<file path="config.mk">
export PLATFORM = sky130hd
export DESIGN_NAME = cpu_bus_sync
export DESIGN_NICKNAME = d
export VERILOG_FILES = /design/src/rtl/cpu_bus_pkg.sv /design/src/rtl/cpu_bus_sync_sync2.sv /design/src/rtl/cpu_bus_sync.sv
export SDC_FILE = /design/constraint.sdc
export NUM_CORES = 1
export LEC_CHECK = 0
export ABC_AREA = 1
export ABC_CLOCK_PERIOD_IN_PS = 3200
export BUFFER_PORTS_ARGS = -buffer_cell sky130_fd_sc_hd__buf_2
export CORE_ASPECT_RATIO = 0.7
export CORE_MARGIN = 3
export CORE_UTILIZATION = 40
export CTS_CLUSTER_SIZE = 30
export DETAILED_ROUTE_END_ITERATION = 10
export GPL_ROUTABILITY_DRIVEN = 1
export PLACE_DENSITY = 0.71
export SLEW_MARGIN = 20
export SYNTH_ARGS = -nofsm -noshare
export SYNTH_HDL_FRONTEND = slang
export SYNTH_SLANG_ARGS = --single-unit
</file>
<file path="constraint.sdc">
create_clock -name clk -period 3.2 [get_ports clk]
set_input_delay 0.32 -clock clk [delete_from_list [all_inputs] [get_ports clk]]
set_output_delay 0.32 -clock clk [all_outputs]
set_load 0.01 [all_outputs]
</file>
<file path="src/rtl/cpu_bus_pkg.sv">
// Shared types and widths for the 6502 bus synchroniser.
package cpu_bus_pkg;

  localparam int ADDR_W  = 16;
  localparam int DATA_W  = 8;
  localparam int TRACE_W = 1 + ADDR_W + DATA_W;

  typedef enum logic [2:0] {
    ST_IDLE,
    ST_SETTLE,
    ST_READ,
    ST_WRITE_WAIT,
    ST_WRITE,
    ST_WAIT_FALL
  } bus_state_e;

endpackage

</file>
<file path="src/rtl/cpu_bus_sync_sync2.sv">
// Two-flop synchroniser for a single asynchronous level.
module sync2 (
  input  logic clk,
  input  logic rst_n,
  input  logic d,
  output logic q
);

  logic s1_q;
  logic s2_q;

  always_ff @(posedge clk or negedge rst_n) begin
    if (!rst_n) begin
      s1_q <= 1'b0;
      s2_q <= 1'b0;
    end else begin
      s1_q <= d;
      s2_q <= s1_q;
    end
  end

  assign q = s2_q;

endmodule

</file>
<file path="src/rtl/cpu_bus_sync.sv">
// 6502 bus to internal clock bridge: phi2 edge detect, RAM strobes, phi2 watchdog.
// Optional trace FIFO of completed cycles built when BUS_TRACE_EN is defined.
//
// state       | meaning
// ST_IDLE     | waiting for a phi2 rise
// ST_SETTLE   | letting address/rwbar settle before latching
// ST_READ     | ram_cs held until phi2 falls
// ST_WRITE_WAIT | tracking write data until phi2 falls
// ST_WRITE    | single-clock write strobe
// ST_WAIT_FALL| unselected or halted cycle, waiting for phi2 fall
module cpu_bus_sync
  import cpu_bus_pkg::*;
#(
  parameter int SETTLE_CYCLES  = 3,
  parameter int TIMEOUT_CYCLES = 4096
`ifdef BUS_TRACE_EN
  ,
  parameter int TRACE_DEPTH    = 16
`endif
) (
  input  logic              clk,
  input  logic              reset,
  input  logic              phi2,
  input  logic              rwbar,
  input  logic [ADDR_W-1:0] address,
  input  logic [DATA_W-1:0] data_in,
  input  logic              sel,
  input  logic              halt,
  output logic [ADDR_W-1:0] ram_address,
  output logic [DATA_W-1:0] ram_datain,
  output logic              ram_cs,
  output logic              ram_we,
  output logic              cycle_active,
  output logic              phi2_lost,
`ifdef BUS_TRACE_EN
  input  logic               trace_rd,
  output logic [TRACE_W-1:0] trace_data,
  output logic               trace_empty,
`endif
  output logic [15:0]       cycle_count
);

  localparam int WD_W = $clog2(TIMEOUT_CYCLES + 1);
  localparam logic [3:0] SETTLE_LAST = 4'(SETTLE_CYCLES - 1);
  localparam logic [WD_W-1:0] WD_LIMIT = WD_W'(TIMEOUT_CYCLES);

  logic phi2_s2, phi2_s3_q, rw_s;
  logic phi2_rise, phi2_fall;
  logic [ADDR_W-1:0] addr_s1_q, addr_s2_q;
  logic [DATA_W-1:0] data_s1_q, data_s2_q;

  bus_state_e        state_q, state_d;
  logic [3:0]        settle_cnt_q, settle_cnt_d;
  logic [WD_W-1:0]   wd_cnt_q, wd_cnt_d;
  logic [ADDR_W-1:0] ram_address_q, ram_address_d;
  logic [DATA_W-1:0] ram_datain_q, ram_datain_d;
  logic              ram_cs_q, ram_cs_d, ram_we_q, ram_we_d;
  logic              cycle_active_q, cycle_active_d;
  logic              phi2_lost_q, phi2_lost_d;
  logic [15:0]       cycle_count_q, cycle_count_d;
  logic              cycle_done;

  sync2 u_sync_phi2 (.clk(clk), .rst_n(reset), .d(phi2),  .q(phi2_s2));
  sync2 u_sync_rw   (.clk(clk), .rst_n(reset), .d(rwbar), .q(rw_s));

  assign phi2_rise = phi2_s2 & ~phi2_s3_q;
  assign phi2_fall = ~phi2_s2 & phi2_s3_q;

  always_comb begin
    state_d        = state_q;
    settle_cnt_d   = settle_cnt_q;
    ram_address_d  = ram_address_q;
    ram_datain_d   = ram_datain_q;
    ram_cs_d       = ram_cs_q;
    ram_we_d       = 1'b0;
    cycle_active_d = cycle_active_q;
    cycle_done     = 1'b0;
    case (state_q)
      ST_IDLE: begin
        if (phi2_rise) begin
          state_d      = ST_SETTLE;
          settle_cnt_d = '0;
        end
      end
      ST_SETTLE: begin
        if (phi2_fall) begin
          state_d = ST_IDLE;
        end else if (settle_cnt_q == SETTLE_LAST) begin
          ram_address_d = addr_s2_q;
          if (!sel || halt) begin
            state_d = ST_WAIT_FALL;
          end else begin
            cycle_active_d = 1'b1;
            if (rw_s) begin
              state_d  = ST_READ;
              ram_cs_d = 1'b1;
            end else begin
              state_d      = ST_WRITE_WAIT;
              ram_datain_d = data_s2_q;
            end
          end
        end else begin
          settle_cnt_d = settle_cnt_q + 4'd1;
        end
      end
      ST_READ: begin
        if (phi2_fall) begin
          ram_cs_d       = 1'b0;
          cycle_active_d = 1'b0;
          cycle_done     = 1'b1;
          state_d        = ST_IDLE;
        end
      end
      ST_WRITE_WAIT: begin
        // on the fall clock the held value is the last sample taken with phi2 high
        if (phi2_fall) begin
          state_d  = ST_WRITE;
          ram_cs_d = 1'b1;
          ram_we_d = 1'b1;
        end else begin
          ram_datain_d = data_s2_q;
        end
      end
      ST_WRITE: begin
        ram_cs_d       = 1'b0;
        cycle_active_d = 1'b0;
        cycle_done     = 1'b1;
        if (phi2_rise) begin
          state_d      = ST_SETTLE;
          settle_cnt_d = '0;
        end else begin
          state_d = ST_IDLE;
        end
      end
      ST_WAIT_FALL: begin
        if (phi2_fall) state_d = ST_IDLE;
      end
      default: state_d = ST_IDLE;
    endcase
  end

  always_comb begin
    wd_cnt_d    = wd_cnt_q;
    phi2_lost_d = phi2_lost_q;
    if (phi2_rise) begin
      wd_cnt_d    = '0;
      phi2_lost_d = 1'b0;
    end else if (wd_cnt_q != WD_LIMIT) begin
      wd_cnt_d = wd_cnt_q + 1'b1;
      if (wd_cnt_d == WD_LIMIT) phi2_lost_d = 1'b1;
    end
    cycle_count_d = cycle_count_q + {15'd0, cycle_done};
  end

  always_ff @(posedge clk or negedge reset) begin
    if (!reset) begin
      phi2_s3_q      <= 1'b0;
      addr_s1_q      <= '0;
      addr_s2_q      <= '0;
      data_s1_q      <= '0;
      data_s2_q      <= '0;
      state_q        <= ST_IDLE;
      settle_cnt_q   <= '0;
      wd_cnt_q       <= '0;
      ram_address_q  <= '0;
      ram_datain_q   <= '0;
      ram_cs_q       <= 1'b0;
      ram_we_q       <= 1'b0;
      cycle_active_q <= 1'b0;
      phi2_lost_q    <= 1'b0;
      cycle_count_q  <= '0;
    end else begin
      phi2_s3_q      <= phi2_s2;
      addr_s1_q      <= address;
      addr_s2_q      <= addr_s1_q;
      data_s1_q      <= data_in;
      data_s2_q      <= data_s1_q;
      state_q        <= state_d;
      settle_cnt_q   <= settle_cnt_d;
      wd_cnt_q       <= wd_cnt_d;
      ram_address_q  <= ram_address_d;
      ram_datain_q   <= ram_datain_d;
      ram_cs_q       <= ram_cs_d;
      ram_we_q       <= ram_we_d;
      cycle_active_q <= cycle_active_d;
      phi2_lost_q    <= phi2_lost_d;
      cycle_count_q  <= cycle_count_d;
    end
  end

  assign ram_address  = ram_address_q;
  assign ram_datain   = ram_datain_q;
  assign ram_cs       = ram_cs_q;
  assign ram_we       = ram_we_q;
  assign cycle_active = cycle_active_q;
  assign phi2_lost    = phi2_lost_q;
  assign cycle_count  = cycle_count_q;

`ifdef BUS_TRACE_EN
  localparam int TP_W = $clog2(TRACE_DEPTH);

  logic [TRACE_W-1:0] trace_mem_q [TRACE_DEPTH];
  logic [TP_W-1:0]    wr_ptr_q, wr_ptr_d, rd_ptr_q, rd_ptr_d;
  logic [TP_W:0]      tr_cnt_q, tr_cnt_d;
  logic [TRACE_W-1:0] push_data;
  logic               tr_full, tr_pop;

  assign tr_full   = tr_cnt_q[TP_W];
  assign tr_pop    = trace_rd && (tr_cnt_q != '0);
  assign push_data = (state_q == ST_READ) ? {1'b1, ram_address_q, data_s2_q}
                                          : {1'b0, ram_address_q, ram_datain_q};

  // a push into a full FIFO drops the oldest entry by advancing the read pointer
  always_comb begin
    wr_ptr_d = wr_ptr_q;
    rd_ptr_d = rd_ptr_q;
    tr_cnt_d = tr_cnt_q;
    if (cycle_done) begin
      wr_ptr_d = wr_ptr_q + 1'b1;
      if (tr_pop || tr_full) rd_ptr_d = rd_ptr_q + 1'b1;
      else                   tr_cnt_d = tr_cnt_q + 1'b1;
    end else if (tr_pop) begin
      rd_ptr_d = rd_ptr_q + 1'b1;
      tr_cnt_d = tr_cnt_q - 1'b1;
    end
  end

  always_ff @(posedge clk or negedge reset) begin
    if (!reset) begin
      wr_ptr_q <= '0;
      rd_ptr_q <= '0;
      tr_cnt_q <= '0;
    end else begin
      wr_ptr_q <= wr_ptr_d;
      rd_ptr_q <= rd_ptr_d;
      tr_cnt_q <= tr_cnt_d;
    end
  end

  always_ff @(posedge clk) begin
    if (cycle_done) trace_mem_q[wr_ptr_q] <= push_data;
  end

  assign trace_empty = (tr_cnt_q == '0);
  assign trace_data  = trace_empty ? '0 : trace_mem_q[rd_ptr_q];
`endif

endmodule

</file>
* Word level (Yosys, flattened, before mapping)
Index checks and enable logic that the tools add are counted.
** Storage, ports and cells
- Output and inout bits :: 44
- Word-level logic and storage cells :: 104
- Register bits :: 117
** Operators by class
- $add $sub $neg :: 3
- Bitwise logic cells :: 5
- Reductions and logical operators :: 18
- Mux-type cells :: 38
- Equal/unequal tests :: 21
** Operator list (count)
- 8-bit two-way mux :: 5
- 13-bit two-way mux :: 2
- 3-bit two-way mux :: 6
- 2-bit != test (second input constant) :: 9
- 16-bit by 1-bit adder with 16-bit output :: 1
- 1-bit two-way mux :: 16
- 8-bit case mux with 2 select lines :: 1
- 3-bit case mux with 5 select lines :: 1
- 13-bit by 1-bit adder with 13-bit output (second input constant) :: 1
- 13-bit == test (second input constant) :: 1
- 13-bit != test (second input constant) :: 1
- 4-bit two-way mux :: 3
- 4-bit case mux with 2 select lines :: 1
- 4-bit AND reduction :: 2
- 2-bit nonzero test :: 4
- 7-bit AND reduction :: 1
- 3-bit by 2-bit == test with 1-bit output (second input constant) :: 2
- 3-bit == test (second input constant) :: 2
- 2-bit by 1-bit != test with 1-bit output (second input constant) :: 3
- 6-bit AND reduction :: 1
- 5-bit AND reduction :: 1
- 4-bit by 1-bit adder with 4-bit output (second input constant) :: 1
- 4-bit by 2-bit == test with 1-bit output (second input constant) :: 1
- 1-bit case mux with 4 select lines :: 1
- other kinds (14) :: 18

* Longest topological paths before layout
Gate-level depths: netlist of the first run.
- Depth in word-level cells :: 6
- Gate-level depth with buffers :: 17
- Gate-level depth less buffers :: 17

* Cells and area by module
A second synthesis of the first run with hierarchy kept.
** Second synthesis, totals
- Cells, all modules :: 390
- Area, all modules :: 4483.0 um2
** By module, submodules not included
- cpu_bus_sync :: instances 1, area an instance 4383.0 um2, cells each 386
- sync2 :: instances 2, area an instance 50.0 um2, cells each 2

* Least setup slack after synthesis of the first run
No wires, ideal clock.
- Kind :: flip-flop to flip-flop
- From :: register settle_cnt_q[0] (netlist name)
- To :: register cycle_count_q[14] (netlist: cycle_count[14])
- Setup slack :: 416 ps
- Period minus slack after synthesis :: 2784 ps
- Library setup time :: 125 ps
- Buffers on the path :: 0
- Required time :: 3075 ps
- Data arrival time :: 2659 ps
- Stages on the path, launching flop included :: 17
- Cells stage by stage :: dfrtp_1 > inv_1 > ha_1 > nand2_1 > nor2_1 > nor2_1 > nor2_4 > nand3_1 > nor2_2 > ha_1 > ha_1 > nand3_1 > nor3_1 > nand2_1 > nor2_1 > nand4_1 > xnor2_1
** RTL lines
- end signal, assigned :: line cpu_bus_sync.sv:187 : cycle_count_q <= cycle_count_d;
- end, declared :: line cpu_bus_sync.sv:60 : logic [15:0] cycle_count_q, cycle_count_d;

* Worst setup path in the final report of the first run
- From :: register state_q[2]
- To :: register cycle_count_q[14] (netlist: cycle_count[14])
** Between the ends
- Word-level cells in the longest chain between the ends :: 3
- Elaborated cells on any way between the ends :: 4
** Ends and longest elaborated chain
- start, declared :: line cpu_bus_sync.sv:52 : bus_state_e state_q, state_d;
- start signal, assigned :: line cpu_bus_sync.sv:178 : state_q <= state_d;
- 3-bit == test / 3-bit by 2-bit == test with 1-bit output (equally long branches) :: line cpu_bus_sync.sv:78 : case (state_q)
- 1-bit case mux with 2 select lines * :: line cpu_bus_sync.sv:78
- 16-bit by 1-bit adder with 16-bit output * :: line cpu_bus_sync.sv:152 : cycle_count_d = cycle_count_q + {15'd0, cycle_done};
- via cycle_count_d[14] :: line cpu_bus_sync.sv:60
The timed path passes the listed nets; every way through them passes the cells marked *.
A chain may end at the register's enable or synchronous reset.

==> metrics.md, run 1 <==
| Metric | Value |
|---|---|
| Min-Delay Path Class | in -> reg |
| Share of layout cells above drive strength 1 | 27.0% |
| Num ports | 74 |
| Switch share | 29.9% |
| Initial antenna violation count | 0 |
| CTS tree | yes |
| RSZ-0062 raised after global routing | no |
| Clock Power Share | 37.8% |
| Cell taking the most area after synthesis | dfrtp_1 |
| Sequential power share | 40.6% |
| Vias in the first global route | between 3000 and 4000 |
| Worst-margin pin slew | around 0.64 ns |
| Worst Skew | around 0.012 ns |
| Top-area cell type share of the netlist area | 65.4% |
| First DRT Iteration DRCs | between 150 and 200 |
| Area contributors post-synth | dfrtp_1 (65%), nand2_1 (7.0%), nor2_1 (3.6%) |
| Fin crit period | approximately 2.7 ns |
| Leak | 2.86 nW |
| Final hold vios | 0 |
| DRT antenna net count | 0 |
| Uppermost layer routed | met4 |
| Pre-Repair DR Iteration Count | 4 |
| Unique masters post-synth | 28 |
| Crit Path Max Fanout | 8 |
| Register bit total from synthesis | 117 |
| Max-cap violations | 0 |
| Hold path start | address[2] |
| Post-synthesis area per instance | 11.2 um^2 |
| Average wire per standard cell | 12.6 um |
| Worst-path clk slew | 0.06 ns |
| GPL Wtd Cong | 0.883 |
| CP Launch Type | flop |
| Crit path largest cell delay | 0.54 ns |
| Most common cell in the netlist | dfrtp_1 |
| RR Startpoint | state_q[2]$_DFFE_PN0P_ |
| Hold Path End | addr_s1_q[2]$_DFF_PN0_ |
| Area delta synth->final | 25.7% |
| Post-synth EDFFs | 0 |
| Power after layout | 4.75 mW |
| Kind of critical path | reg -> reg |
| CP bufs+invs | 1 |
| Slew headroom | 57.1% |
| Antenna cells | 0 |
| Clk sinks | 117 |
| Via Count | 2961 |
| Worst Setup Slack, final | 0.459 ns |
| Core Util, Final | 53.0% |
| Final instance area | 5630 um^2 |
| Gr usage total | 14.4% |
| Port Buf Inserts | 73 |
| Setup total negative slack | 0 ns |
| Placeable Area | around 11000 um^2 |
| DP HPWL | 5640 um |
| Synth Instances | 398 |
| Internal Power | 3.33 mW |
| Mapped Nets | 435 |
| Largest net degree at the start of global routing | 71 |
| Remaining DRCs | 0 |
| Critical Path End Type | flop |
| Crit path required time | approximately 3.5 ns |
| Via/cell ratio | 4.54 |
| Fmax | 365 MHz |
| Die Ht | about 95 um |
| WP data arrival | 3.02 ns |
| Detail Route met2 WL | 3580 um |
| Slowest CP cell | dfrtp_1 |
| Final setup vio count | 0 |
| R2R Path End | cycle_count[14]$_DFF_PN0_ |
| Switching power | 1.42 mW |
| Cell row count | 31 |
| Grt ovf | 0 |
| Status | complete, no violations |
| Ratio of total power to cell area | 845 nW/um^2 |
| DP Worst Slack | 0.251 ns |
| Placed Cells | 618 |
| CP cell instances | inv_1, o21ai_0, o21ai_0, nand2_1, nand3_1, nor2_2, ha_1, ha_1, nand3_1, nor3_2, nand2_1, nor2_1, nand4_1, xnor2_1 |
| Dpl cell area | 5030 um^2 |
| Top FF cell, synth | dfrtp_1 |
| Die Wd | 132 um |
| Top delay family on crit path | simple AND/OR/NAND/NOR gates |
| CTS buffer count | 17 |
| Hold Slack | roughly 0.019 ns |
| Ys Warns | 0 |
| Post-Layout Cell Count | 652 |
| Flop2flop setup slack | roughly 0.46 ns |
| Routed metal-1 wire length | approximately 4100 um |
| First-pass GRT wire length | 14200 um |
| Clock latency on the worst-skew pair | 0.40 ns |
| Final layout net count | between 500 and 600 |
| Gate power share | 21.7% |
| Asr flop ratio synth | 100% |
| Reg2reg path depth | 14 |
| Root Driver | clkbuf_16 |
| Maximum clock path buffer count | 2 |
| Initial Util | 42.1% |
| Period utilization | approximately 86% |
| Final Max Tran Viols | 0 |
| Commonest cells in the netlist | dfrtp_1 (117), nand2_1 (84), nor2_1 (43), inv_1 (37), nand3_1 (19) |
| Register area share after synthesis | roughly 65% |
| Final wirelength | 8240 um |
| CP startpoint | state_q[2]$_DFFE_PN0P_ |
| Wire length on met3 | approximately 420 um |
| VDD IR-drop max | 0.451 mV |
| Netlist Area Pre-Place | roughly 4500 um^2 |
| H-tree levels | 4 |
| Die footprint | ~13000 um^2 |
| WHS Path Cells | 1 |
## layout by cell type, fill, tap and decap left out
cell           Yosys  final
xor2_1             9      9
bufinv_16          0      2
a2111oi_4          1      1
clkbuf_16          0     17
buf_12             1      1
clkinvlp_4         0      3
buf_2              1     72
mux2_4            10     10
nand3_1           19     19
buf_4              0      2
nor2_4             4      4
inv_1             37     37
clkinv_4           0      2
inv_6              0      1
inv_2              2      2
nor2_2             1      2
nand2_1           84     84
and3_1             1      1
xnor2_1            6      6
ha_1               7      7
clkbuf_1           1      2
nor3_1             6      4
nor2_1            43     42
a211oi_1           1      1
nand3b_1           2      2
dlygate4sd3_1      0      2
a21oi_1           14     14
mux2_2             6      6
o31ai_1            1      1
nand2_2            1      1
clkinv_2           0      5
nand2_4            2      2
o21ai_0           11     11
dfrtp_1          117    117
nand4_1            9      9
nor3_2             1      3
## how the worst max path moves through the flow
| stage | end | cells after the start |
|---|---|---|
| final | cycle_count[14]$_DFF_PN0_ | 14 |
| after global routing | cycle_count[14]$_DFF_PN0_ | 16 |
| after CTS | cycle_count[14]$_DFF_PN0_ | 16 |
| after detailed placement | cycle_count[14]$_DFF_PN0_ | 16 |
| after global placement | cycle_count[14]$_DFF_PN0_ | 16 |
| after floorplan | cycle_count[14]$_DFF_PN0_ | 16 |
## state kept, by name (all words and copies together) (netlist names), 3 cells and up
name and flops:
addr_s2_q 16, settle_cnt_q 4, addr_s1_q 16, data_s2_q 8
ram_address 16, cycle_count 16, ram_datain 8, state_q 3
data_s1_q 8, wd_cnt_q 13
## metal layers
layer,vias up,track usage (%)
met1,1412,19.5
met4,0,6.23
met2,76,21.1
met5,-,0
met3,9,5.11
li1,1464,-
## cells by family after synthesis
group / count (synthesis) / share of synthesized area, %
AO/OA/AOI/OAI: 28 / 3.75
XOR/XNOR: 15 / 2.93
adder cells (fa/ha/maj): 7 / 1.96
buffers and inverters: 42 / 3.91
AND/OR/NAND/NOR: 173 / 17.2
multiplexers: 16 / 4.86
flip-flops: 117 / 65.4
## worst reg2reg max path, delay by kind of cell, from the launching register on
family | cells | cell delay (ns)
simple gates | 8 | 1.12
flops | 1 | 0.54
fa+ha+maj | 2 | 0.37
compound gates | 2 | 0.33
xor+xnor | 1 | 0.14
buf+inv | 1 | 0.12
## power groups by stage
stage	sequential (mW)	clock (mW)	combinational (mW)
after detailed placement	1.95	0	1.04
after CTS	1.93	1.84	1.04
after global placement	1.94	0	1.02
after floorplan	1.99	0	0.623
after global routing	1.97	1.91	1.17
final	1.93	1.80	1.03
## area by class of cell
class | count | area (um^2)
clock buffer | 19 | 433
clock inverter | 13 | 134
fill | 929 | 5000
inverter | 39 | 146
multi-input combinational | 239 | 1390
sequential | 117 | 2930
tap | 148 | 185
timing repair buffer | 77 | 415
## repair_timing
action | CTS | global route
buffers inserted | 0 | 0
gates resized for setup | 0 | 3
endpoints found under the hold margin | 47 | 1
hold buffers | 1 | 1
endpoints found under the setup margin | 0 | 4
No activity file was read; power rests on OpenSTA's default activity.
==> run 2, diff against run 1 <==
--- a/config.mk
+++ b/config.mk
@@ -14,7 +14,9 @@
 export CTS_CLUSTER_SIZE = 30
 export DETAILED_ROUTE_END_ITERATION = 10
 export GPL_ROUTABILITY_DRIVEN = 1
+export MAX_ROUTING_LAYER = met4
 export PLACE_DENSITY = 0.71
+export RECOVER_POWER = 100
 export SLEW_MARGIN = 20
 export SYNTH_ARGS = -nofsm -noshare
 export SYNTH_HDL_FRONTEND = slang
==> run 2 against run 1 <==
Maximum frequency shrank 0.57%. Die area is the same. Clock power is essentially flat. Clock-buffer cell count is the same. Global-route usage grew 0.39 points. Clock skew shrank 0.0016 ns. Core utilization shrank 1.4 points.
==> metrics.md, run 2 (same netlist as run 1, synthesis figures left out) <==
| Metric | Value |
|---|---|
| Status | complete, no violations |
| Crit Path Max Fanout | 5 (-3) |
| Crit path largest cell delay | 0.40 ns (-0.14 ns) |
| Num ports | 74 (unchanged) |
| Final layout net count | 528 (unchanged) |
| VDD IR-drop max | 0.451 mV (about the same) |
| Placed Cells | 618 (unchanged) |
| Switch share | 30.3% (+0.31 points) |
| Final setup vio count | 0 (unchanged) |
| WHS Path Cells | 1 (unchanged) |
| First-pass GRT wire length | 14200 um (-0.15%) |
| CTS tree | yes |
| Internal Power | 3.21 mW (-3.7%) |
| Period utilization | 86.2% (+0.49 points) |
| Met3 Use GR | 4.85% (-0.27 points) |
| Gate power share | 19.1% (-2.6 points) |
| Via/cell ratio | 4.55 (+0.24%) |
| Initial antenna violation count | 0 (unchanged) |
| # Post-CTS Setup Buffers | 0 (unchanged) |
| CP Launch Type | flop |
| Fin crit period | 2.76 ns (+0.0157 ns) |
| RR Startpoint | state_q[1]$_DFFE_PN0P_ |
| Slew headroom | 21.0% (-36 points) |
| Worst Skew | 0.0109 ns (-0.00162 ns) |
| FILL cells | 970 (+4.4%) |
| Sequential power share | 41.9% (+1.3 points) |
| Clock Power Share | 39.0% (+1.2 points) |
| Slowest CP cell | dfrtp_1 |
| DRT antenna net count | 0 (unchanged) |
| Gr usage total | 14.8% (+0.39 points) |
| Kind of critical path | reg -> reg |
| Placeable Area | 10600 um^2 (unchanged) |
| Worst-margin pin slew | 1.18 ns (+0.542 ns) |
| CP startpoint | state_q[1]$_DFFE_PN0P_ |
| Most frequent cells in the layout | dfrtp_1 (117), nand2_1 (87), clkbuf_1 (48) |
| Share of layout cells above drive strength 1 | 14.3% (-13 points) |
| CP cell instances | inv_1, nand2_1, nor2_1, inv_1, nand2_1, nand3_1, nor2_1, ha_1, ha_1, nand3_1, nor3_2, nand2_1, nor2_1, nand4_1, xnor2_1 |
| Switching power | 1.39 mW (-2.2%) |
| DP HPWL | 5640 um (unchanged) |
| Remaining DRCs | 0 (unchanged) |
| Min-Delay Path Class | in -> reg |
| Clk sinks | 117 (unchanged) |
| Maximum clock path buffer count | 2 (unchanged) |
| Post-Layout Cell Count | 652 (unchanged) |
| First DRT Iteration DRCs | 183 (+15%) |
| Die Wd | 132 um (unchanged) |
| GPL Wtd Cong | 0.898 (+1.7%) |
| CTS buffer count | 17 (unchanged) |
| Reg2reg path depth | 15 (+1) |
| Average wire per standard cell | 12.7 um (+0.21%) |
| Die footprint | 12500 um^2 (unchanged) |
| H-tree levels | 4 (unchanged) |
| Setup total negative slack | 0 ns (unchanged) |
| Worst setup endpoint | cycle_count[14]$_DFF_PN0_ |
| Root Driver | clkbuf_16 |
| Leak | 2.63 nW (-8.1%) |
| Final wirelength | 8260 um (+0.21%) |
| Area delta synth->final | 22.4% |
| M1 GR Usage | 19.5% (unchanged) |
| Worst-path clk slew | 0.06 ns (about the same) |
| Port Buf Inserts | 73 (unchanged) |
| Via Count | 2968 (+0.24%) |
| RSZ-0062 raised after global routing | no |
| Final hold vios | 0 (unchanged) |
| Most common cell after layout, fill and taps aside | dfrtp_1 |
| Ratio of total power to cell area | 839 nW/um^2 (-0.64%) |
| Fmax | 363 MHz (-0.57%) |
| Grt ovf | 0 (unchanged) |
| Antenna cells | 0 (unchanged) |
| Pre-Repair DR Iteration Count | 4 (unchanged) |
| Initial Util | 42.1% (unchanged) |
| WP data arrival | 3.04 ns (+0.02 ns) |
| Die Ht | 94.5 um (unchanged) |
| Final Max Tran Viols | 0 (unchanged) |
| R2R Path End | cycle_count[14]$_DFF_PN0_ |
| Power after layout | 4.60 mW (-3.3%) |
| Crit path required time | 3.48 ns (about the same) |
| Cell row count | 31 (unchanged) |
| Vias in the first global route | 3042 (+0.50%) |
| Met2 Use GR | 21.1% (+0.042 points) |
| Critical Path End Type | flop |
| Largest net degree at the start of global routing | 71 (unchanged) |
| Clock latency on the worst-skew pair | 0.40 ns (about the same) |
| Most used routing layer | met2 |
| Flop2flop setup slack | 0.44 ns (-0.02 ns) |
| Max-cap violations | 0 (unchanged) |
## run 2: cell count changes in the layout (fill, tap and decap cells not counted), sizes merged
cell,before,now
clkbuf,19,67
buf,75,27
## run 2: what timing repair did
action / 4_1_cts / 5_1_grt
resized for setup: 0 / 3
setup endpoints to repair: 0 / 4
hold endpoints to repair: 47 / 1
hold buffers: 1 / 1
## run 2: worst min path at each step
stage / startpoint / end / slack (ns)
4_1_cts: data_in[4] / data_s1_q[4]$_DFF_PN0_ / 0.003
2_1_floorplan: reset / addr_s1_q[0]$_DFF_PN0_ / 0.02
6_report: data_in[4] / data_s1_q[4]$_DFF_PN0_ / 0.02
5_1_grt: address[1] / addr_s1_q[1]$_DFF_PN0_ / 0.003
3_5_place_dp: data_s1_q[5]$_DFF_PN0_ / data_s2_q[5]$_DFF_PN0_ / 0.34
3_3_place_gp: addr_s1_q[4]$_DFF_PN0_ / addr_s2_q[4]$_DFF_PN0_ / 0.33
## run 2: through the flow
step	utilization, %	instance area [um^2]	worst slack [ns]	hold WS [ns]
5_1_grt	51.6	5480	0.0712	0.00260
4_1_cts	52.7	5610	0.243	0.00294
2_1_floorplan	-	4480	0.416	0.0244
3_5_place_dp	47.3	5030	0.251	0.336
3_3_place_gp	47.3	5030	0.401	0.332
6_report	51.6	5480	0.443	0.0209
## run 2: critical path: cells and delay by family, from the launching register on
| kind | cells | cell delay (ns) |
|---|---|---|
| xor gates and xnor gates | 1 | 0.15 |
| adders and majority gates | 2 | 0.39 |
| buffers and inverters | 2 | 0.30 |
| DFF | 1 | 0.40 |
| and+or+nand+nor | 10 | 1.40 |
## run 2: routing by layer
layer,routed length (um),vias to the layer above
met5,0,-
met4,111,0
met3,402,10
met2,3600,82
met1,4140,1409
li1,-,1467
## run 2: power groups by stage
stage                     Combinational [mW]  Sequential, mW  Clock, mW
final                                  0.879            1.93       1.79
after CTS                               1.04            1.93       1.84
after global placement                  1.02            1.94          0
after floorplan                        0.623            1.99          0
after global routing                    1.02            1.96       1.91
after detailed placement                1.04            1.95          0
## run 2: final cells by class
class                           count  area [um^2]  share of cell area, %
Clock buffer                       19          433                   7.90
Inverter                           39          146                   2.67
Clock inverter                     13          134                   2.44
Tap cell                          148          185                   3.38
Multi-Input combinational cell    239         1310                   24.0
Timing Repair Buffer               77          340                   6.21
Sequential cell                   117         2930                   53.4
==> run 3, diff against run 2 <==
--- a/config.mk
+++ b/config.mk
@@ -10,14 +10,13 @@
 export BUFFER_PORTS_ARGS = -buffer_cell sky130_fd_sc_hd__buf_2
 export CORE_ASPECT_RATIO = 0.7
 export CORE_MARGIN = 3
-export CORE_UTILIZATION = 40
+export CORE_UTILIZATION = 55
 export CTS_CLUSTER_SIZE = 30
 export DETAILED_ROUTE_END_ITERATION = 10
 export GPL_ROUTABILITY_DRIVEN = 1
 export MAX_ROUTING_LAYER = met4
-export PLACE_DENSITY = 0.71
+export PLACE_DENSITY = 0.89
 export RECOVER_POWER = 100
-export SLEW_MARGIN = 20
 export SYNTH_ARGS = -nofsm -noshare
 export SYNTH_HDL_FRONTEND = slang
 export SYNTH_SLANG_ARGS = --single-unit
==> run 3 against run 2 <==
The flow now finishes with violations (max-capacitance violations, max-slew violations). Worst setup slack worse by 0.15 ns. Clock skew down 0.0015 ns. Global-route usage is 9.6 points higher. Critical path depth stayed put. Maximum frequency down 5.2%. Via count up 9.1%. Register-to-register slack worse by 0.15 ns. Cell area shrank 0.50%. Die area shrank 26%. Critical path type unchanged. Largest cell class unchanged.
==> metrics.md, run 3 (same netlist as run 1, synthesis figures left out) <==
| Metric | Value |
|---|---|
| Fmax | 344 MHz (-5.2%) |
| Die Ht | 81.5 um (-14%) |
| Cell row count | 26 (-16%) |
| First-pass GRT wire length | 16200 um (+14%) |
| Average wire per standard cell | 16.8 um (+33%) |
| Vias in the first global route | 3280 (+7.8%) |
| VDD IR-drop max | 0.631 mV (+40%) |
| DP HPWL | 6180 um (+9.6%) |
| Final hold vios | 0 (unchanged) |
| Failing checks | max-capacitance violations, max-slew violations |
| Initial Util | 59.1% (+17 points) |
| Final layout net count | 531 (+0.57%) |
| Grt ovf | 0 (unchanged) |
| Area delta synth->final | 21.8% |
| Die footprint | 9280 um^2 (-26%) |
| Port Buf Inserts | 73 (unchanged) |
| Kind of critical path | reg -> reg |
| Pre-Repair DR Iteration Count | 5 (+1) |
| Worst Setup Slack, final | 0.292 ns (-0.152 ns) |
| CTS buffer count | 17 (unchanged) |
| Status | complete, but fails checks |
| GPL Wtd Cong | 0.946 (+5.3%) |
| Setup total negative slack | 0 ns (unchanged) |
| Share of layout cells above drive strength 1 | 14.7% (+0.37 points) |
| Via/cell ratio | 5.37 (+18%) |
| DRT antenna net count | 0 (unchanged) |
| CTS tree | yes |
| CP Launch Type | flop |
| Most common cell after layout, fill and taps aside | dfrtp_1 |
| # Post-CTS Setup Buffers | 0 (unchanged) |
| Clk sinks | 117 (unchanged) |
| Flop2flop setup slack | 0.29 ns (-0.15 ns) |
| Maximum clock path buffer count | 2 (unchanged) |
| H-tree levels | 4 (unchanged) |
| Final Max Tran Viols | 101 (+101) |
| Min-Delay Path Class | in -> reg |
| Worst-margin pin slew | 2.06 ns (+0.876 ns) |
| Max-cap violations | 2 (+2) |
| WHS Path Cells | 1 (unchanged) |
| Critical Path End Type | flop |
| Num ports | 74 (unchanged) |
| Worst Skew | 0.00941 ns (-0.00145 ns) |
| Leak | 2.65 nW (+0.73%) |
| Via Count | 3237 (+9.1%) |
| Period utilization | 90.9% (+4.7 points) |
| Largest net degree at the start of global routing | 91 (+28%) |
| DP Worst Slack | 0.238 ns (-0.0138 ns) |
| Crit path required time | 3.49 ns (about the same) |
| Remaining DRCs | 0 (unchanged) |
| Final wirelength | 10100 um (+23%) |
| Ratio of total power to cell area | 876 nW/um^2 (+4.4%) |
| Die Wd | 114 um (-14%) |
| Root Driver | clkbuf_16 |
| Most frequent cells in the layout | dfrtp_1 (117), nand2_1 (85), clkbuf_1 (50) |
| Gr usage total | 24.4% (+9.6 points) |
| Slew headroom | -37.4% (-58 points) |
| Reg2reg path depth | 15 (unchanged) |
| Crit Path Max Fanout | 10 (+5) |
| Placeable Area | 7580 um^2 (-29%) |
| Antenna cells | 0 (unchanged) |
| WP data arrival | 3.20 ns (+0.16 ns) |
| First DRT Iteration DRCs | 431 (+140%) |
| Final setup vio count | 0 (unchanged) |
| RSZ-0062 raised after global routing | no |
| Clock latency on the worst-skew pair | 0.41 ns (about the same) |
| Initial antenna violation count | 0 (unchanged) |
| Worst-path clk slew | 0.05 ns (about the same) |
| Fin crit period | 2.91 ns (+0.152 ns) |
==> run 3: changes by cell type in the layout (fill, tap and decap cells not counted), moves of 2 or more <==
cell           change
nor2_4             +2
clkinv_2           -3
dlygate4sd3_1      +2
nor2_1             -2
nand2_1            -2
inv_2              +2
clkbuf_1           +2
clkbuf_8           +3
inv_1              -2
==> run 3: report_power, final <==
group          switching [mW]  internal [mW]  total (mW)
logic                   0.652          0.338       0.990
clock network           0.636           1.20        1.83
registers               0.212           1.74        1.96
==> run 3: per-stage QoR <==
stage | total power, mW | instance area (um^2) | utilization, % | instances | hold slack (ns)
6_report | 4.78 | 5450 | 71.9 | 603 | 0.0159
5_1_grt | 5.00 | 5450 | 71.9 | 603 | 0.000274
4_1_cts | 4.91 | 5570 | 73.4 | 602 | 0.00327
3_5_place_dp | 3.02 | 4960 | 65.5 | 569 | 0.335
3_3_place_gp | 2.94 | 4960 | 65.5 | 569 | 0.331
2_1_floorplan | 2.61 | 4480 | - | 398 | 0.0244
==> run 3: routing by layer <==
| metal | track usage, % | wire [um] | vias to the layer above |
|---|---|---|---|
| met5 | - | 0 | - |
| met2 | 40.5 | 5160 | 147 |
| met4 | 10.2 | 217 | 0 |
| met1 | 28.2 | 4090 | 1587 |
| li1 | - | - | 1474 |
| met3 | 7.44 | 678 | 29 |
==> run 3: worst paths after layout <==
check / end / start
worst max-delay path: cycle_count[14]$_DFF_PN0_ / state_q[0]$_DFFE_PN0P_
worst min-delay path: data_s1_q[5]$_DFF_PN0_ / data_in[5]
worst max register to register: cycle_count[14]$_DFF_PN0_ / state_q[0]$_DFFE_PN0P_
worst min register to register: u_sync_rw.q$_DFF_PN0_ / u_sync_rw.s1_q$_DFF_PN0_
max in group asynchronous: cycle_count[10]$_DFF_PN0_ / reset
min in group asynchronous: ram_address[1]$_DFFE_PN0P_ / reset
==> run 3: what timing repair did <==
action	4_1_cts	5_1_grt
hold endpoints to repair	3	1
gates resized for setup	0	2
hold buffers	3	1
setup endpoints to repair	0	3
==> run 3: worst max-delay path, stage by stage, from the launching register on <==
cell and delay [ns]:
dfrtp_1 0.48, nand2_2 0.15, nor2_4 0.05, inv_2 0.13, nor2_1 0.10, nor2_4 0.27, nand3_1 0.15, nor2_2 0.15
ha_1 0.19, ha_1 0.18, nand3_1 0.12, nor3_2 0.21, nand2_1 0.12, nor2_1 0.21, nand4_1 0.13, xnor2_1 0.15
==> run 3: area by class of cell <==
cell class | count | area [um^2]
clock buffers | 22 | 474
clock inverters | 8 | 101
fillers | 502 | 2130
inverters | 39 | 146
multi-input cells | 239 | 1320
flip-flops and latches | 117 | 2930
well taps | 98 | 123
repair buffers | 80 | 360
